`src/rtl/execute_stage_pkg.sv`:
```
// Shared widths, ALU opcodes, FSM encoding and the latched memory request for the execute stage.
package execute_stage_pkg;

  localparam int unsigned XLEN      = 32;
  localparam int unsigned REG_IDX_W = 5;
  localparam int unsigned NUM_REGS  = 32;
  localparam int unsigned ALU_OP_W  = 4;

  localparam logic [ALU_OP_W-1:0] ALU_ADD   = 4'd0;
  localparam logic [ALU_OP_W-1:0] ALU_SUB   = 4'd1;
  localparam logic [ALU_OP_W-1:0] ALU_AND   = 4'd2;
  localparam logic [ALU_OP_W-1:0] ALU_OR    = 4'd3;
  localparam logic [ALU_OP_W-1:0] ALU_XOR   = 4'd4;
  localparam logic [ALU_OP_W-1:0] ALU_SHL   = 4'd5;
  localparam logic [ALU_OP_W-1:0] ALU_SHR   = 4'd6;
  localparam logic [ALU_OP_W-1:0] ALU_SRA   = 4'd7;
  localparam logic [ALU_OP_W-1:0] ALU_PASSB = 4'd8;
  localparam logic [ALU_OP_W-1:0] ALU_SLT   = 4'd9;
  localparam logic [ALU_OP_W-1:0] ALU_SLTU  = 4'd10;

  typedef enum logic {
    ST_RUN = 1'b0,
    ST_MEM = 1'b1
  } state_e;

  // Access captured when a load/store leaves RUN; held stable for the whole MEM phase
  typedef struct packed {
    logic                 we;
    logic                 wb_en;
    logic [REG_IDX_W-1:0] dest;
    logic [XLEN-1:0]      addr;
    logic [XLEN-1:0]      wdata;
  } mem_req_t;

endpackage

```
`src/rtl/exec_regfile.sv`:
```
// 32x32 register file, two combinational read ports, one write port; r0 is hardwired to zero.
module exec_regfile
  import execute_stage_pkg::*;
(
  input  logic                 clk,
  input  logic                 rst_n,
  input  logic [REG_IDX_W-1:0] raddr1,
  input  logic [REG_IDX_W-1:0] raddr2,
  output logic [XLEN-1:0]      rdata1,
  output logic [XLEN-1:0]      rdata2,
  input  logic                 we,
  input  logic [REG_IDX_W-1:0] waddr,
  input  logic [XLEN-1:0]      wdata
);

  logic [XLEN-1:0] regs_q [NUM_REGS];
  logic [XLEN-1:0] regs_d [NUM_REGS];

  always_comb begin
    regs_d = regs_q;
    if (we) regs_d[waddr] = wdata;
    regs_d[0] = '0;
  end

  always_ff @(posedge clk or negedge rst_n) begin
    if (!rst_n) begin
      for (int i = 0; i < NUM_REGS; i++) regs_q[i] <= '0;
    end else begin
      regs_q <= regs_d;
    end
  end

  assign rdata1 = regs_q[raddr1];
  assign rdata2 = regs_q[raddr2];

endmodule

```
`src/rtl/execute_stage.sv`:
```
// Execute/writeback stage: ALU, register file access, req/ack memory port and jump/CALL/RET resolution.
module execute_stage
  import execute_stage_pkg::*;
#(
  parameter int unsigned FLUSH_CYCLES = 2,
  parameter int unsigned PC_STEP      = 1
) (
  input  logic                 clk,
  input  logic                 rst_n,
  input  logic [ALU_OP_W-1:0]  ctl_alu_op,
  input  logic [REG_IDX_W-1:0] ctl_alu_src1,
  input  logic [REG_IDX_W-1:0] ctl_alu_src2,
  input  logic [REG_IDX_W-1:0] ctl_alu_dest,
  input  logic                 ctl_reg_write_enable,
  input  logic                 ctl_imm,
  input  logic [XLEN-1:0]      ctl_imm_val,
  input  logic                 ctl_load_pc,
  input  logic [XLEN-1:0]      ctl_load_pc_val,
  input  logic                 ctl_alu_next_enable,
  input  logic                 ctl_mem_rd,
  input  logic                 ctl_mem_wr,
  input  logic                 ctl_mem_data_in,
  input  logic                 ctl_pc_next_enable,
  input  logic [XLEN-1:0]      pc_in,
  input  logic [XLEN-1:0]      mem_rdata,
  input  logic                 mem_ack,
  output logic                 mem_req,
  output logic                 mem_we,
  output logic [XLEN-1:0]      mem_addr,
  output logic [XLEN-1:0]      mem_wdata,
  output logic                 stall,
  output logic                 flush,
  output logic                 pc_load,
  output logic [XLEN-1:0]      pc_load_val,
  output logic                 wb_valid,
  output logic [REG_IDX_W-1:0] wb_dest,
  output logic [XLEN-1:0]      wb_data
);

  localparam int unsigned CNT_W = (FLUSH_CYCLES > 1) ? $clog2(FLUSH_CYCLES) : 1;

  state_e               state_q, state_d;
  logic [CNT_W-1:0]     flush_cnt_q, flush_cnt_d;
  mem_req_t             mreq_q, mreq_d;
  logic                 mem_req_q, mem_req_d;
  logic                 wb_valid_q, wb_valid_d;
  logic [REG_IDX_W-1:0] wb_dest_q, wb_dest_d;
  logic [XLEN-1:0]      wb_data_q, wb_data_d;

  logic [XLEN-1:0]      rs1_data, rs2_data, op_b, alu_res, link, addr_sum;
  logic                 rf_we;
  logic [REG_IDX_W-1:0] rf_waddr;
  logic [XLEN-1:0]      rf_wdata;
  logic                 squash, is_mem;

  // Load writeback always takes mem_rdata, so the explicit source select carries no extra information
  logic unused_mem_data_in;
  assign unused_mem_data_in = ctl_mem_data_in;

  exec_regfile u_regfile (
    .clk    (clk),
    .rst_n  (rst_n),
    .raddr1 (ctl_alu_src1),
    .raddr2 (ctl_alu_src2),
    .rdata1 (rs1_data),
    .rdata2 (rs2_data),
    .we     (rf_we),
    .waddr  (rf_waddr),
    .wdata  (rf_wdata)
  );

  assign op_b     = ctl_imm ? ctl_imm_val : rs2_data;
  assign link     = pc_in + XLEN'(PC_STEP);
  assign addr_sum = rs1_data + op_b;
  assign squash   = (flush_cnt_q != '0);
  assign is_mem   = ctl_mem_rd | ctl_mem_wr;

  always_comb begin
    alu_res = '0;
    case (ctl_alu_op)
      ALU_ADD:   alu_res = rs1_data + op_b;
      ALU_SUB:   alu_res = rs1_data - op_b;
      ALU_AND:   alu_res = rs1_data & op_b;
      ALU_OR:    alu_res = rs1_data | op_b;
      ALU_XOR:   alu_res = rs1_data ^ op_b;
      ALU_SHL:   alu_res = rs1_data << op_b[4:0];
      ALU_SHR:   alu_res = rs1_data >> op_b[4:0];
      ALU_SRA:   alu_res = $unsigned($signed(rs1_data) >>> op_b[4:0]);
      ALU_PASSB: alu_res = op_b;
      ALU_SLT:   alu_res = {{(XLEN-1){1'b0}}, ($signed(rs1_data) < $signed(op_b))};
      ALU_SLTU:  alu_res = {{(XLEN-1){1'b0}}, (rs1_data < op_b)};
      default:   alu_res = '0;
    endcase
  end

  // Next-state, register-file write and upstream control
  always_comb begin
    state_d     = state_q;
    flush_cnt_d = squash ? flush_cnt_q - CNT_W'(1) : flush_cnt_q;
    mreq_d      = mreq_q;
    mem_req_d   = mem_req_q;
    rf_we       = 1'b0;
    rf_waddr    = ctl_alu_dest;
    rf_wdata    = ctl_pc_next_enable ? link : alu_res;
    stall       = 1'b0;
    flush       = squash;
    pc_load     = 1'b0;
    pc_load_val = '0;

    case (state_q)
      ST_RUN: begin
        if (!squash) begin
          if (is_mem) begin
            stall        = 1'b1;
            mreq_d.we    = ctl_mem_wr;
            mreq_d.wb_en = ctl_mem_rd & ~ctl_mem_wr & ctl_reg_write_enable;
            mreq_d.dest  = ctl_alu_dest;
            mreq_d.addr  = addr_sum;
            mreq_d.wdata = rs2_data;
            mem_req_d    = 1'b1;
            state_d      = ST_MEM;
          end else begin
            rf_we = ctl_reg_write_enable;
            if (ctl_load_pc) begin
              pc_load     = 1'b1;
              flush       = 1'b1;
              pc_load_val = ctl_alu_next_enable ? rs1_data : ctl_load_pc_val;
              flush_cnt_d = CNT_W'(FLUSH_CYCLES - 1);
            end
          end
        end
      end
      ST_MEM: begin
        stall = ~mem_ack;
        if (mem_ack) begin
          rf_we     = mreq_q.wb_en;
          rf_waddr  = mreq_q.dest;
          rf_wdata  = mem_rdata;
          mem_req_d = 1'b0;
          state_d   = ST_RUN;
        end
      end
      default: state_d = ST_RUN;
    endcase

    wb_valid_d = rf_we & (rf_waddr != '0);
    wb_dest_d  = wb_valid_d ? rf_waddr : wb_dest_q;
    wb_data_d  = wb_valid_d ? rf_wdata : wb_data_q;
  end

  always_ff @(posedge clk or negedge rst_n) begin
    if (!rst_n) begin
      state_q     <= ST_RUN;
      flush_cnt_q <= '0;
      mreq_q      <= '0;
      mem_req_q   <= 1'b0;
      wb_valid_q  <= 1'b0;
      wb_dest_q   <= '0;
      wb_data_q   <= '0;
    end else begin
      state_q     <= state_d;
      flush_cnt_q <= flush_cnt_d;
      mreq_q      <= mreq_d;
      mem_req_q   <= mem_req_d;
      wb_valid_q  <= wb_valid_d;
      wb_dest_q   <= wb_dest_d;
      wb_data_q   <= wb_data_d;
    end
  end

  assign mem_req   = mem_req_q;
  assign mem_we    = mreq_q.we;
  assign mem_addr  = mreq_q.addr;
  assign mem_wdata = mreq_q.wdata;
  assign wb_valid  = wb_valid_q;
  assign wb_dest   = wb_dest_q;
  assign wb_data   = wb_data_q;

endmodule

```
`config.mk`:
```
export PLATFORM = sky130hd
export DESIGN_NAME = execute_stage
export DESIGN_NICKNAME = d
export VERILOG_FILES = /design/src/rtl/execute_stage_pkg.sv /design/src/rtl/exec_regfile.sv /design/src/rtl/execute_stage.sv
export SDC_FILE = /design/constraint.sdc
export NUM_CORES = 2
export LEC_CHECK = 0
export CAP_MARGIN = 20
export CORE_UTILIZATION = 56
export DETAILED_ROUTE_END_ITERATION = 16
export PLACE_DENSITY = 0.77
export SETUP_SLACK_MARGIN = 0.2
export SYNTH_ARGS = -nofsm -noshare
export SYNTH_HDL_FRONTEND = slang
export SYNTH_HIERARCHICAL = 1
export SYNTH_SLANG_ARGS = --single-unit
```
`constraint.sdc`:
```
create_clock -name clk -period 5.05 [get_ports clk]
set_input_delay 0.505 -clock clk [delete_from_list [all_inputs] [get_ports clk]]
set_output_delay 0.505 -clock clk [all_outputs]
set_load 0.02 [all_outputs]
```
After elaboration in Yosys (flattened, before gate mapping)
Index checks and enable logic that the tools add are counted.
{"block": "word_totals", "out_inout_bits": 139, "register_bits": 1104, "input_bits": 158}
{"block": "op_classes", "bitwise_logic": 14, "addsub": 4, "mux": 45, "eq_ne": 13, "reduce_logical": 5, "n_shift": 3, "magnitude_cmp": 6}
{"operator": "$bwmux W1024", "count": 1}
{"operator": "$mux W32", "count": 14}
{"operator": "$pmux W32 S11", "count": 1}
{"operator": "$bmux W32 S5", "count": 2}
{"operator": "$demux W32 S5", "count": 1}
{"operator": "$lt A32 B32 Y1", "count": 2}
{"operator": "$add A32 B1 Y32 const B", "count": 1}
{"operator": "$add A32 B32 Y32", "count": 1}
{"operator": "$and A32 B32 Y32", "count": 1}
{"operator": "$or A32 B32 Y32", "count": 1}
{"operator": "$shl A32 B5 Y32", "count": 1}
{"operator": "$shr A32 B5 Y32", "count": 1}
{"operator": "$sshr A32 B5 Y32", "count": 1}
{"operator": "$sub A32 B32 Y32", "count": 1}
{"operator": "$xor A32 B32 Y32", "count": 1}
{"operator": "$mux W1", "count": 20}
{"operator": "$ge A6 B6 Y1 const B", "count": 3}
{"operator": "$not A5 Y6", "count": 3}
{"operator": "$eq A4 B3 Y1 const B", "count": 4}
{"operator": "$eq A4 B4 Y1 const B", "count": 3}
{"operator": "$mux W5", "count": 2}
{"operator": "$eq A4 B2 Y1 const B", "count": 2}
{"operator": "$pmux W1 S2", "count": 4}
{"operator": "$lt A6 B1 Y1 const B", "count": 1}
{"operator": "10 further kinds", "count": 18}

Longest topological paths before layout
{"block": "depth", "ltp_word": 11, "mapped_depth": 26}

By module
Netlist, hierarchy kept.
{"module": "exec_regfile", "cells_each": 3597, "area_each_um2": 53201.0, "instances": 1, "seq_area_each_um2": 24823.8}
{"module": "execute_stage", "cells_each": 2126, "area_each_um2": 16331.9, "instances": 1, "seq_area_each_um2": 2802.7}

Worst setup path after synthesis
OpenSTA, ideal clock, no wires.
{"block": "synth_timing", "path_kind": "input-to-reg", "from": "in ctl_alu_src2[0]", "to": "reg u_regfile/regs_q[702] (netlist bit)", "path_slack_ns": -0.945, "n_path_buf": 7, "arrival_ns": 5.871, "path_stages": 24, "path_cell_list": "buf_4 > buf_6 > buf_2 > mux4_2 > a22o_1 > o21ai_1 > o31ai_1 > mux2i_2 > buf_2 > buf_1 > buf_2 > ha_1 > nor2b_1 > o31ai_1 > a211o_1 > a2111oi_2 > nor2_1 > o221a_2 > a32o_1 > a221o_1 > a21oi_1 > o21bai_1 > clkbuf_1 > mux2_2"}
{"block": "synth_between", "elab_chain_len": 11, "elab_cells_between_ends": 18, "cone_classes": "add/sub: 2; shift: 3; mux: 9; bitwise: 4"}
{"element": "start, declared", "line": "execute_stage.sv:12", "rtl": "input logic [REG_IDX_W-1:0] ctl_alu_src2,"}
{"element": "$not A5 Y6 (implied by the code) (*)", "line": "exec_regfile.sv:34", "rtl": "assign rdata2 = regs_q[raddr2];"}
{"element": "$bmux W32 S5 (*)", "line": "exec_regfile.sv:34"}
{"element": "$mux W32 (implied by the code) (*) (2 in series)", "line": "exec_regfile.sv:34"}
{"element": "named net rs2_data[2]", "line": "execute_stage.sv:50", "rtl": "logic [XLEN-1:0] rs1_data, rs2_data, op_b, alu_res, link, addr_sum;"}
{"element": "$mux W32 (*)", "line": "execute_stage.sv:72", "rtl": "assign op_b = ctl_imm ? ctl_imm_val : rs2_data;"}
{"element": "$sub A32 B32 Y32, or another cell as far along", "line": "execute_stage.sv:82", "rtl": "ALU_SUB: alu_res = rs1_data - op_b;"}
{"element": "$pmux W32 S11 (*)", "line": "execute_stage.sv:80", "rtl": "case (ctl_alu_op)"}
{"element": "$mux W32 (*)", "line": "execute_stage.sv:104", "rtl": "rf_wdata = ctl_pc_next_enable ? link : alu_res;"}
{"element": "$mux W32", "line": "execute_stage.sv:135", "rtl": "if (mem_ack) begin"}
{"element": "$mux W32 (*)", "line": "execute_stage.sv:110", "rtl": "case (state_q)"}
{"element": "named net rf_wdata[30]", "line": "execute_stage.sv:53", "rtl": "logic [XLEN-1:0] rf_wdata;"}
{"element": "$bwmux W1024 (*)", "line": "exec_regfile.sv:21", "rtl": "if (we) regs_d[waddr] = wdata;"}
{"element": "end signal, assigned", "line": "exec_regfile.sv:29", "rtl": "regs_q <= regs_d;"}
{"element": "end, declared", "line": "exec_regfile.sv:16", "rtl": "logic [XLEN-1:0] regs_q [NUM_REGS];"}
The timed path passes the listed nets; every way through them passes the cells marked *. The select of a mux whose other input is x is not followed.
A chain may end at the register's enable or synchronous reset.

Worst setup path after layout
{"block": "layout_timing", "from": "reg u_regfile/regs_q[638] (netlist bit)", "to": "reg u_regfile/regs_q[383] (netlist bit)"}
{"block": "layout_between", "elab_cells_between_ends": 17, "cone_classes": "add/sub: 2; shift: 3; mux: 12"}
{"element": "$bmux W32 S5 (*)", "line": "exec_regfile.sv:33", "rtl": "assign rdata1 = regs_q[raddr1];"}
{"element": "$mux W32 (implied by the code) (*) (2 in series)", "line": "exec_regfile.sv:33"}
{"element": "named net rs1_data[30]", "line": "execute_stage.sv:50"}
{"element": "$sub A32 B32 Y32, or another cell as far along", "line": "execute_stage.sv:82"}
{"element": "$pmux W32 S11 (*)", "line": "execute_stage.sv:80"}
{"element": "$mux W32 (*)", "line": "execute_stage.sv:104"}
{"element": "$mux W32", "line": "execute_stage.sv:135"}
{"element": "$mux W32 (*)", "line": "execute_stage.sv:110"}
{"element": "named net rf_wdata[31]", "line": "execute_stage.sv:53"}
{"element": "$bwmux W1024 (*)", "line": "exec_regfile.sv:21"}
Marks and branches as above.

==> flow_summary.json <==
{
  "clkPwrFrac_pct": 26.7,
  "grt_usage_pct": 45.2,
  "tightest_slew_ns": 1.32,
  "avgSynthCellArea_sq_um": 12.1,
  "path_max_fanout": 31,
  "status": "finished, violations left",
  "switching_power_uw": 12400,
  "ios": 297,
  "routedWlPerCell_um": 33.7,
  "clk_pin_slew_ns": 0.06,
  "violations": "setup timing",
  "clkLatencyLatePin_ns": 0.80,
  "top_layer_used": "met5",
  "ir_drop_mv": 0.405,
  "ys.flop_type": "dfrtp_1",
  "grt_setup_unrepaired": "true",
  "period_share_pct": 106,
  "ant_nets": 0,
  "start_kind": "flip-flop",
  "wl_met1_mm": 103,
  "wl_met3_mm": 30.8,
  "ys_types": 91,
  "drtIter0Drc": 7985,
  "overflow": 0,
  "die_area_sq_mm": 0.126,
  "p_int_uw": 22500,
  "fin_util_pct": 73.1,
  "syn-cell-area_sq_mm": 0.0695,
  "port_buffers": 295,
  "die_h_um": 354,
  "fp.coreArea_sq_mm": 0.123,
  "hold_viol_final": 0,
  "seqPwrFrac_pct": 34.2,
  "endpoint_kind": "flip-flop",
  "cts_made_buffers": 116,
  "htreeDepth": 3,
  "synthCells": 5723,
  "vias_per_cell": 6.95,
  "drc": 0,
  "grt_max_degree": 150,
  "die_width_um": 354,
  "path_class": "reg -> reg",
  "max-slew-margin-rel_pct": 11.9,
  "p_leak_uw": 0.0415,
  "syn_to_final_growth_pct": 28.9,
  "first_global_vias": 59700,
  "dr_total_vias": 59800,
  "clock-sinks": 1104,
  "wl_mm": 290,
  "ys_ff_latch": 1104,
  "setup_viol": 425,
  "place_hpwl_mm": 201,
  "place_congestion": 1.13,
  "p_comb_share_pct": 39.1,
  "drive_gt1_share_pct": 48.7,
  "cellPowerDensity_mw_per_mm2": 389,
  "start_util_pct": 56.8,
  "synth_edf_count": 0,
  "nets": 7141,
  "syn_nets": 5994,
  "fin_ws_ns": -0.296,
  "clock-skew-final_ns": 0.0619,
  "switching_share_pct": 35.5,
  "rows": 128,
  "firstDrtPassIters": 8,
  "post-route-min-period_ns": 5.35,
  "hold_class": "in -> async",
  "critPathArrivalTime_ns": 6.00,
  "wl_met2_mm": 130,
  "ys_warn_count": 6,
  "ys_async_sr_fraction_pct": 100,
  "drv_cap": 0,
  "grt_pass1_wl_mm": 413,
  "tritoncts": "done",
  "antenna_found_initial": 20,
  "required_ns": 5.70,
  "cts_buffer_depth": 3,
  "fill_cells": 8063,
  "cts_root_buf": "clkbuf_16",
  "ys_seq_area_share_pct": 39.7,
  "fmax_mhz": 187,
  "preCtsSetupSlack_ns": -1.54,
  "finalMaxSlewViolations": 0
}
cells in the mapped netlist (30+ instances only):
cell type / count / area share [%]
mux2_2: 1148 / 19
dfrtp_1: 1104 / 40
mux4_2: 400 / 13
mux2i_1: 355 / 5.1
clkbuf_1: 315 / 1.7
nor2_1: 236 / 1.3
nand2_1: 217 / 1.2
a22o_1: 192 / 2.4
a21oi_1: 152 / 1.1
o21ai_0: 129 / 0.93
inv_1: 112 / 0.60
ha_1: 111 / 2.0
buf_4: 105 / 1.1
buf_2: 98 / 0.71
a211oi_1: 97 / 1.0
o22ai_1: 96 / 0.86
o31ai_1: 85 / 0.92
and2_1: 75 / 0.67
o21ai_1: 66 / 0.48
buf_1: 65 / 0.35
xnor2_1: 62 / 0.78
nor3_1: 48 / 0.35
nand3_1: 38 / 0.27
a31oi_1: 30 / 0.27
stage by stage:
stage / total power (uW) / hold slack, ns / instances / setup TNS [ns] / area [sq um]
finish: 34900 / 0.298 / 8607 / -41.54 / 89600
global route: 35900 / 0.366 / 8597 / -90.24 / 89600
CTS: 34000 / 0.366 / 8547 / -3.10 / 88600
detailed placement: 24500 / 0.470 / 8305 / -1025.42 / 83400
global placement: 24100 / 0.461 / 8305 / -1017.04 / 83400
floorplan: 18400 / 0.209 / 5723 / -55.45 / 70000
layout make-up:
type | instances | area (sq um) | area share (%)
Inverter | 118 | 455 | 0.508
Clock buffer | 157 | 3290 | 3.67
Antenna cell | 18 | 45.0 | 0.0503
Clock inverter | 55 | 830 | 0.926
Sequential cell | 1104 | 27600 | 30.8
Timing Repair Buffer | 1627 | 14900 | 16.6
Tap cell | 1625 | 2030 | 2.27
Multi-Input combinational cell | 3903 | 40400 | 45.1
path summary, 6_finish.rpt:
check                                                  start                           endpoint  slack (ns)  cells after the start
max                        u_regfile/regs_q[638]$_DFFE_PN0P_  u_regfile/regs_q[383]$_DFFE_PN0P_       -0.30                     22
min                                                    rst_n  u_regfile/regs_q[294]$_DFFE_PN0P_        0.30                      2
max reg2reg                u_regfile/regs_q[638]$_DFFE_PN0P_  u_regfile/regs_q[383]$_DFFE_PN0P_       -0.30                     22
min reg2reg                           wb_data[3]$_DFFE_PN0P_             wb_data[3]$_DFFE_PN0P_        0.48                      2
max in group asynchronous                              rst_n  u_regfile/regs_q[107]$_DFFE_PN0P_        3.28                      3
min in group clk                        ctl_reg_write_enable             mreq_q[69]$_DFFE_PN0P_        0.37                      3
worst max-delay path: stages (launching register included):
cell       delay (ns)
dfrtp_1          0.36
buf_4            0.12
mux4_2           0.25
mux2i_1          0.09
and2_1           0.17
o31ai_2          1.02
inv_1            0.11
ha_1             0.36
inv_1            0.06
nor2_1           0.04
a21oi_1          0.15
o32ai_1          0.12
a2111oi_2        0.30
buf_4            0.20
o311ai_0         0.12
a31oi_1          0.26
o211ai_1         0.14
buf_4            0.21
o41ai_4          0.31
buf_4            0.21
a21oi_4          0.08
buf_12           0.18
mux2_2           0.29
registers in the layout, summed over array words and instances, names as in the netlist:
name / cells
u_regfile/regs_q: 992
mem_addr: 32
mem_wdata: 32
wb_data: 32
mreq_q: 6
wb_dest: 5
flush_cnt_q: 1
mem_req: 1
mem_we: 1
state_q: 1
wb_valid: 1
cells in the final DEF (no fill, tap or decap), drive strengths merged, types with 30 or more instances in the layout:
cell,n
nand3,38
mux2,1148
dfrtp,1104
a31oi,30
and2,75
xnor2,62
o22ai,96
o21ai,195
clkbuf,163
nor3,48
mux4,400
o31ai,85
buf,1336
nand2,217
a211oi,97
inv,126
ha,111
a22o,192
clkdlybuf4s50,282
mux2i,358
nor2,240
a21oi,152
repair_timing:
action	CTS	global route
gates resized for setup	145	136
setup buffers	24	33
gates cloned	5	8
endpoints found under the hold margin	72	0
setup endpoints to repair	993	894
hold buffers	1	0
pin swaps	36	43
cells by family after synthesis:
logic type	share of synthesized area [%]
fa+ha+maj	2.05
mux	36.7
buf+inv	4.82
compound gates	10.6
flops	39.7
xor+xnor	0.982
simple gates	5.06
metal layers:
layer  vias up  global-route usage (%)
met2      4299                    69.0
met3      1238                    11.0
li1      24000                       -
met1     30300                    56.1
met4        10                    33.3
met5         -                       0
power by group through the flow:
stage | Sequential, uW | Clock (uW) | Combinational, uW
global placement | 11700 | 0 | 12300
finish | 11900 | 9300 | 13600
floorplan | 11700 | 0 | 6700
detailed placement | 11900 | 0 | 12500
CTS | 11800 | 9300 | 12900
global route | 12100 | 9680 | 14100
Note: power is estimated with default switching activity, not from simulation.
